$ cat config.mk
export PLATFORM = sky130hd
export DESIGN_NAME = bcd_mux_7seg_driver
export DESIGN_NICKNAME = d
export VERILOG_FILES = /design/src/rtl/bcd_mux_7seg_driver.sv
export SDC_FILE = /design/constraint.sdc
export NUM_CORES = 1
export LEC_CHECK = 0
export ABC_AREA = 1
export BUFFER_PORTS_ARGS = -buffer_cell sky130_fd_sc_hd__buf_2
export CAP_MARGIN = 20
export CORE_UTILIZATION = 59
export DETAILED_ROUTE_END_ITERATION = 16
export GPL_ROUTABILITY_DRIVEN = 0
export HOLD_SLACK_MARGIN = 0.03
export PLACE_DENSITY = 0.79
export REMOVE_ABC_BUFFERS = 1
export SYNTH_ARGS = -nofsm -noshare
export SYNTH_HDL_FRONTEND = slang
export SYNTH_SLANG_ARGS = --single-unit
$ cat constraint.sdc
create_clock -name CLK_50M -period 2.5 [get_ports CLK_50M]
set_input_delay 0.5 -clock CLK_50M [delete_from_list [all_inputs] [get_ports CLK_50M]]
set_output_delay 0.5 -clock CLK_50M [all_outputs]
set_load 0.1 [all_outputs]
$ cat src/rtl/bcd_mux_7seg_driver.sv
// Two-digit multiplexed 7-segment driver: synchronises/filters a BCD bus, latches it per
// frame, scans units then tens with all-off guard gaps, blanks leading zero, flags bad BCD.
module bcd_mux_7seg_driver #(
  parameter int unsigned SCAN_PERIOD  = 25000,
  parameter int unsigned GUARD_CYCLES = 500,
  parameter bit          LZ_BLANK     = 1'b1,
  parameter bit          ACTIVE_LOW   = 1'b1
) (
  input  logic       CLK_50M,
  input  logic       RESET_N,
  input  logic [7:0] bcd_in,
  output logic [6:0] seg,
  output logic [1:0] digit_en,
  output logic       bcd_err
);

  if (SCAN_PERIOD < 2 || GUARD_CYCLES < 1 || GUARD_CYCLES >= SCAN_PERIOD) begin : g_bad_params
    $error("bcd_mux_7seg_driver: need SCAN_PERIOD >= 2 and 1 <= GUARD_CYCLES < SCAN_PERIOD");
  end

  localparam int unsigned   TW         = $clog2(SCAN_PERIOD);
  localparam logic [TW-1:0] SCAN_LAST  = TW'(SCAN_PERIOD - 1);
  localparam logic [TW-1:0] GUARD_LAST = TW'(GUARD_CYCLES - 1);

  localparam logic [1:0] SHOW_U  = 2'd0;
  localparam logic [1:0] GUARD_A = 2'd1;
  localparam logic [1:0] SHOW_T  = 2'd2;
  localparam logic [1:0] GUARD_B = 2'd3;

  logic [7:0]    sync1_q, sync2_q;
  logic [7:0]    pend_q, pend_d;
  logic [7:0]    disp_q, disp_d;
  logic [1:0]    state_q, state_d;
  logic [TW-1:0] timer_q, timer_d;
  logic          err_q, err_d;

  logic       showing, last, err_now, blank;
  logic [3:0] nib;
  logic [6:0] seg_raw;
  logic [1:0] de_raw;

  always_comb begin
    showing = (state_q == SHOW_U) || (state_q == SHOW_T);
    last    = showing ? (timer_q == SCAN_LAST) : (timer_q == GUARD_LAST);
    nib     = (state_q == SHOW_T) ? disp_q[7:4] : disp_q[3:0];
    err_now = showing && (nib > 4'd9);
    blank   = LZ_BLANK && (state_q == SHOW_T) && (disp_q[7:4] == 4'd0);

    // Accept only when the value about to enter sync2 matches what sync2 already holds.
    pend_d  = (sync1_q == sync2_q) ? sync2_q : pend_q;

    state_d = state_q;
    timer_d = timer_q + 1'b1;
    if (last) begin
      timer_d = '0;
      case (state_q)
        SHOW_U:  state_d = GUARD_A;
        GUARD_A: state_d = SHOW_T;
        SHOW_T:  state_d = GUARD_B;
        default: state_d = SHOW_U;
      endcase
    end

    disp_d = ((state_q == GUARD_B) && last) ? pend_q : disp_q;
    err_d  = err_q | err_now;
  end

  always_ff @(posedge CLK_50M or negedge RESET_N) begin
    if (!RESET_N) begin
      sync1_q <= '0;
      sync2_q <= '0;
      pend_q  <= '0;
      disp_q  <= '0;
      state_q <= GUARD_B;
      timer_q <= '0;
      err_q   <= 1'b0;
    end else begin
      sync1_q <= bcd_in;
      sync2_q <= sync1_q;
      pend_q  <= pend_d;
      disp_q  <= disp_d;
      state_q <= state_d;
      timer_q <= timer_d;
      err_q   <= err_d;
    end
  end

  // seg_raw bit k is segment a+k, active-high before polarity.
  always_comb begin
    seg_raw = '0;
    de_raw  = '0;
    if (showing) begin
      de_raw = (state_q == SHOW_U) ? 2'b01 : 2'b10;
      if (!blank) begin
        case (nib)
          4'd0:    seg_raw = 7'h3F;
          4'd1:    seg_raw = 7'h06;
          4'd2:    seg_raw = 7'h5B;
          4'd3:    seg_raw = 7'h4F;
          4'd4:    seg_raw = 7'h66;
          4'd5:    seg_raw = 7'h6D;
          4'd6:    seg_raw = 7'h7D;
          4'd7:    seg_raw = 7'h07;
          4'd8:    seg_raw = 7'h7F;
          4'd9:    seg_raw = 7'h6F;
          default: seg_raw = 7'h40;
        endcase
      end
    end
    seg      = ACTIVE_LOW ? ~seg_raw : seg_raw;
    digit_en = ACTIVE_LOW ? ~de_raw  : de_raw;
    bcd_err  = err_q | err_now;
  end

endmodule
---- Word-level counts from Yosys, hierarchy flattened ----
Memories as Yosys holds them, arrays and structs flattened.
Cells that the tools add are included.
word-level totals
  word-level logic and storage cells ...... 33
  output and inout port bits .............. 10
  memories kept ........................... 1
  ROM bits ................................ 112
  input port bits ......................... 10
  flip-flop bits (word level) ............. 50
cells by class
  order comparisons ....................... 1
  eq/ne operators ......................... 6
  bitwise gates (word level) .............. 3
  $add $sub $neg .......................... 1
  reduce and logical (&&, ||, !) cells .... 6
  muxes and demuxes ....................... 8
memory list
  memory           depth  width  read ports  clocked after memory_dff  wr ports  line  RTL
  (no name shown)  16     7      1           0                         0         95    case (nib)
operator list
  operator                                               number
  adder 15 x 1 -> 15 bit (second input constant)         1
  == test 15 bit (second input constant)                 1
  == test 15 x 9 -> 1 bit (second input constant)        1
  2-to-1 mux 15 bit                                      1
  2-to-1 mux 7 bit                                       2
  == test 8 bit                                          1
  inverter 7 bit                                         1
  one-hot mux 2 bit (3 select lines)                     1
  == test 2 bit (second input constant)                  2
  greater-than comparator 4 bit (second input constant)  1
  logical NOT 4 bit                                      1
  2-to-1 mux 2 bit                                       2
  2-to-1 mux 4 bit                                       1
  logical AND 1 bit                                      3
  == test 2 x 1 -> 1 bit (second input constant)         1
  logical NOT 2 bit                                      1
  inverter 2 bit                                         1
  logical OR 1 bit                                       1
  2-to-1 mux 1 bit                                       1
  OR 1 bit                                               1

---- Longest topological paths before layout ----
An unclocked memory read counts as a cell.
  depth in word-level cells ............... 6
  depth in mapped cells ................... 12
  depth with buffers taken out ............ 12

---- Worst setup path after synthesis ----
OpenSTA, ideal clock, no wires.
  kind .................................... reg-to-output
  start ................................... register state_q[0]
  end ..................................... output port seg[2]
  arrival ................................. 3650 ps
  stages on the path, launching flop included .. 9
  data required time ...................... 2000 ps
  path slack .............................. -1650 ps
  path buffers ............................ 0
  path through ............................ dfstp_2 > inv_1 > ha_1 > inv_2 > nand2_1 > nand2_1 > ha_1 > inv_1 > o31ai_1
on the way
  longest elaborated chain between the ends .. 6
  elaborated cells on any way between the ends .. 9
  those cells by class .................... eq/ne (1); mux (3); bitwise (1); reduce/logical (3); memory (1)
ends and longest elaborated chain
  item                      line        RTL
  start: declaration        33          logic [1:0] state_q, state_d;
  start signal: assignment  82          state_q <= state_d;
  == test 2 bit             43, 45, 47
  2-to-1 mux 4 bit          45          nib = (state_q == SHOW_T) ? disp_q[7:4] : disp_q[3:0];
  memory (16 x 7 bit)       -
  2-to-1 mux 7 bit          94          if (!blank) begin
  2-to-1 mux 7 bit *        92          if (showing) begin
  inverter 7 bit *          110         seg = ACTIVE_LOW ? ~seg_raw : seg_raw;
  end: declaration          12          output logic [6:0] seg,
Every way passes the cells marked *; elsewhere a longest branch is shown, timed or not.

---- Worst setup path after layout ----
Ends and elaborated chain as after synthesis.

==> tab_implementation.tex <==
\begin{tabular}{lr}
\hline
Metric & Value \\
\hline
\multicolumn{2}{l}{\textbf{Yosys}} \\
\quad Sequential fraction of the synthesis area & 0.499 \\
\quad Post-Synthesis Cells & 295 \\
\quad Total standard cell area after synthesis & 2510 um2 \\
\quad Yosys warning total & 0 \\
\quad Share of Yosys cell area claimed by the top area cell type & 0.478 \\
\quad Share of synthesized registers carrying an async set or reset & 1.00 \\
\quad Number of distinct standard cells referenced by the synthesized netlist & 32 \\
\quad Flip-flop and latch count after synthesis & 50 \\
\quad Main synth FF type & sky130\_fd\_sc\_hd\_\_dfrtp\_1 \\
\quad Dominant cell by count in the synthesized netlist & sky130\_fd\_sc\_hd\_\_nand2\_1 \\
\quad Most area-consuming cells after synthesis & sky130\_fd\_sc\_hd\_\_dfrtp\_1 48\%, sky130\_fd\_sc\_hd\_\_nand2\_1 14\%, sky130\_fd\_sc\_hd\_\_inv\_1 5.7\% \\
\quad Cell type with the largest total area after synthesis & sky130\_fd\_sc\_hd\_\_dfrtp\_1 \\
\quad Syn Area/Cell & 8.52 um2 \\
\quad Commonest cells in the synthesized netlist & 91 x sky130\_fd\_sc\_hd\_\_nand2\_1, 48 x sky130\_fd\_sc\_hd\_\_dfrtp\_1, 38 x sky130\_fd\_sc\_hd\_\_inv\_1 \\
\quad Number of flops mapped to enable cells by yosys & 0 \\
\multicolumn{2}{l}{\textbf{Global routing}} \\
\quad Sum of overflow across all layers after global routing & 0 \\
\quad Top Usage Layer GRT & met2 \\
\quad Met2 layer usage reported by global route & 0.419 \\
\quad Antenna violations before repair & 0 \\
\quad Number of global-route vias before repair & 1937 \\
\quad Combined global-route utilization of all metal layers & 0.257 \\
\quad Met3 usage in global routing & 0.0574 \\
\quad Maximum number of pins on one net before global-route repair & 36 \\
\quad First-pass GRT wire length & 8470 um \\
\quad Met1 Use GR & 0.318 \\
\multicolumn{2}{l}{\textbf{Timing}} \\
\quad Setup violations, final & 8 \\
\quad Maximum clock frequency & 0.376 GHz \\
\quad Share of the cycle needed by the critical path after routing & 1.07 \\
\quad Final min period & 2660 ps \\
\quad Slew Limit Fails & 0 \\
\quad Worst Tran Pin Value & 769 ps \\
\quad Post-route setup TNS & -1110 ps \\
\quad Normalized max-slew margin & 0.487 \\
\quad Final Worst Setup Slack & -163 ps \\
\quad Number of hold violations in the final report & 0 \\
\quad Unrepaired setup endpoints after global routing & yes \\
\quad Fin Clk Skew & 8.70 ps \\
\quad Worst hold margin & 248 ps \\
\multicolumn{2}{l}{\textbf{Worst setup path}} \\
\quad Worst r2r path cells & 10 \\
\quad CP max stage cell & sky130\_fd\_sc\_hd\_\_dfstp\_2 \\
\quad Startpoint of the lowest-slack register-to-register path & state\_q[0]\$\_DFFE\_PN1N\_ \\
\quad Data required time at the worst endpoint & 2000 ps \\
\quad Kind of start point of the critical path & flop \\
\quad Max Fanout on Critical Path & 6 \\
\quad Worst R2R Setup Slack & 370 ps \\
\quad Arrival time of data at the critical path endpoint & 2160 ps \\
\quad Dominant delay contributor by cell family on the critical path & buffers and inverters \\
\quad Cell depth of the worst setup path & 9 \\
\quad Reg-to-reg endpoint & disp\_q[3]\$\_DFFE\_PN0P\_ \\
\quad Sum of buffers and inverters on the critical path & 6 \\
\quad Crit path kind & reg2out \\
\quad CP most frequent cell & sky130\_fd\_sc\_hd\_\_buf\_4 \\
\quad Cells along the critical path & inv\_2 > ha\_4 > inv\_6 > buf\_6 > o21ai\_4 > buf\_4 > buf\_4 > o31ai\_4 > buf\_12 \\
\quad CP Capture Type & primary output \\
\quad Max incr delay on CP & 570 ps \\
\multicolumn{2}{l}{\textbf{Routing}} \\
\quad Average routed wire per standard cell & 13.6 um \\
\quad Detailed Route Iter0 Violations & 215 \\
\quad Via count & 2090 \\
\quad Number of search-and-repair iterations in the first detailed-routing pass & 4 \\
\quad Final routed DRC violation total & 0 \\
\quad Antenna viol nets, final & 0 \\
\quad Per-cell via count in the routed design & 5.35 \\
\quad Total length of routed wires & 5330 um \\
\multicolumn{2}{l}{\textbf{Die}} \\
\quad Core Footprint & 4060 um2 \\
\quad IO Count & 20 \\
\quad Area enclosed by the die boundary & 4520 um2 \\
\quad Die extent in y & 67.3 um \\
\quad Std cell rows & 23 \\
\quad Initial core utilization & 0.619 \\
\quad Die width & 67.3 um \\
\multicolumn{2}{l}{\textbf{Clock network}} \\
\quad Clock slew seen by the registers of the worst setup and hold paths & 100 ps \\
\quad Level count of the clock H-tree & 2 \\
\quad Number of buffers created by CTS & 5 \\
\quad TritonCTS sink count & 50 \\
\quad CTS tree & built \\
\quad Clk Tree Root Cell & sky130\_fd\_sc\_hd\_\_clkbuf\_8 \\
\quad Deepest clock path buffer count & 2 \\
\quad Number of buffers added to fix hold violations after cts & 0 \\
\quad Clock network latency to the later pin of the worst-skew pair & 310 ps \\
\multicolumn{2}{l}{\textbf{Outcome}} \\
\quad Violations in the final reports & negative setup slack \\
\quad Run status & finished, violations left \\
\multicolumn{2}{l}{\textbf{Cells and area}} \\
\quad Synthesis-to-finish area growth & 28.7\% \\
\quad Number of diodes added for antenna fixing & 0 \\
\quad Final-layout fill cell count & 252 \\
\quad Final Util & 0.797 \\
\quad NumNets Final & 359 \\
\quad Layout cells sized above 1 & 0.308 \\
\multicolumn{2}{l}{\textbf{Placed design}} \\
\quad Worst slack at placement & 2.76 ps \\
\quad HPWL after DPL & 3240 um \\
\quad Total of buffers placed on input and output ports & 19 \\
\multicolumn{2}{l}{\textbf{Worst hold path}} \\
\quad Hold WC Path Type & in2async \\
\multicolumn{2}{l}{\textbf{Power}} \\
\quad Maximum vdd ir drop & 0.476 mV \\
\quad Cell Pwr Density & 440 nW/um2 \\
\quad Leakage power & 1.66 nW \\
\multicolumn{2}{l}{\textbf{Job}} \\
\quad Max-cap violations & 0 \\
\hline
\end{tabular}
where the power goes:
group | leakage (nW) | switching [W] | internal [W]
Combinational | 0.971 | 0.0000346 | 0.0000217
Clock | 0.0506 | 0.000296 | 0.000210
Sequential | 0.637 | 0.0000191 | 0.000841
Total | 1.66 | 0.000350 | 0.00107
routing by layer:
metal	up-vias	part of all wire
li1	1011	-
met1	971	0.39
met2	95	0.50
met3	13	0.080
met4	0	0.022
met5	-	0
cell usage in the layout (no fill, tap or decap), types with 2 or more instances in the layout:
master	netlist	final
sky130_fd_sc_hd__ha_4	0	2
sky130_fd_sc_hd__nand3_1	20	20
sky130_fd_sc_hd__buf_12	0	7
sky130_fd_sc_hd__inv_4	0	3
sky130_fd_sc_hd__inv_6	0	2
sky130_fd_sc_hd__nand2_1	91	81
sky130_fd_sc_hd__nand2_2	4	9
sky130_fd_sc_hd__o21ai_4	0	2
sky130_fd_sc_hd__ha_1	9	6
sky130_fd_sc_hd__o21ai_2	3	6
sky130_fd_sc_hd__dfstp_2	2	2
sky130_fd_sc_hd__dfrtp_1	48	48
sky130_fd_sc_hd__clkbuf_8	0	5
sky130_fd_sc_hd__nor2_2	2	3
sky130_fd_sc_hd__buf_4	0	17
sky130_fd_sc_hd__nor2_4	1	6
sky130_fd_sc_hd__nand3_2	4	4
sky130_fd_sc_hd__buf_6	1	3
sky130_fd_sc_hd__nor3_1	8	7
sky130_fd_sc_hd__xnor2_1	4	4
sky130_fd_sc_hd__inv_1	38	34
sky130_fd_sc_hd__nand2_4	1	6
sky130_fd_sc_hd__o21ai_0	8	3
sky130_fd_sc_hd__nor3_2	2	3
sky130_fd_sc_hd__xor2_1	7	7
sky130_fd_sc_hd__buf_2	0	11
sky130_fd_sc_hd__nor2_1	27	21
sky130_fd_sc_hd__inv_2	3	3
layout make-up:
type / count / area [um2] / share of cell area
clock buffer: 5 / 68.8 / 0.0213
clock inverter: 3 / 28.8 / 0.00890
inverter: 41 / 166 / 0.0515
multi-input combinational: 203 / 1270 / 0.393
sequential: 50 / 1250 / 0.388
tap: 50 / 62.6 / 0.0193
timing repair buffer: 39 / 382 / 0.118
flip-flops by register name, summed over array words and instances, names as in the netlist:
name,cells
sync1_q,8
pend_q,8
state_q,2
timer_q,15
err_q,1
sync2_q,8
disp_q,8
logic make-up (layout without fill, tap and decap cells):
kind of cell	after synthesis	in the layout	share of synthesized area
AND/OR/NAND/NOR	166	166	0.309
flip-flops	50	50	0.499
buffers and inverters	42	88	0.0657
AO/OA/AOI/OAI	17	17	0.0428
XOR/XNOR	11	11	0.0383
adder cells (fa/ha/maj)	9	9	0.0448
metrics by stage:
step | cells | area, um2 | total power, W
final | 391 | 3230 | 0.00142
after global routing | 391 | 3230 | 0.00147
after CTS | 388 | 3150 | 0.00143
after detailed placement | 371 | 2840 | 0.000934
after global placement | 371 | 2840 | 0.000930
after floorplan | 294 | 2500 | 0.000902
what timing repair did:
item                       in CTS  in global routing
pin swaps                      12                 10
cloned                          0                  0
setup endpoints to repair       8                  8
gates resized for setup        44                 16
buffers inserted                9                  3
worst max-delay path by stage:
stage                                start  endpoint  slack (ps)
floorplan           state_q[0]$_DFFE_PN1N_    seg[2]       -1650
global placement    state_q[0]$_DFFE_PN1N_    seg[2]          70
detailed placement  state_q[0]$_DFFE_PN1N_    seg[2]           3
CTS                 state_q[1]$_DFFE_PN1N_    seg[2]         -50
global route        state_q[1]$_DFFE_PN1N_    seg[4]        -230
finish              state_q[0]$_DFFE_PN1N_    seg[2]        -160
No activity file was read; power rests on OpenSTA's default activity.
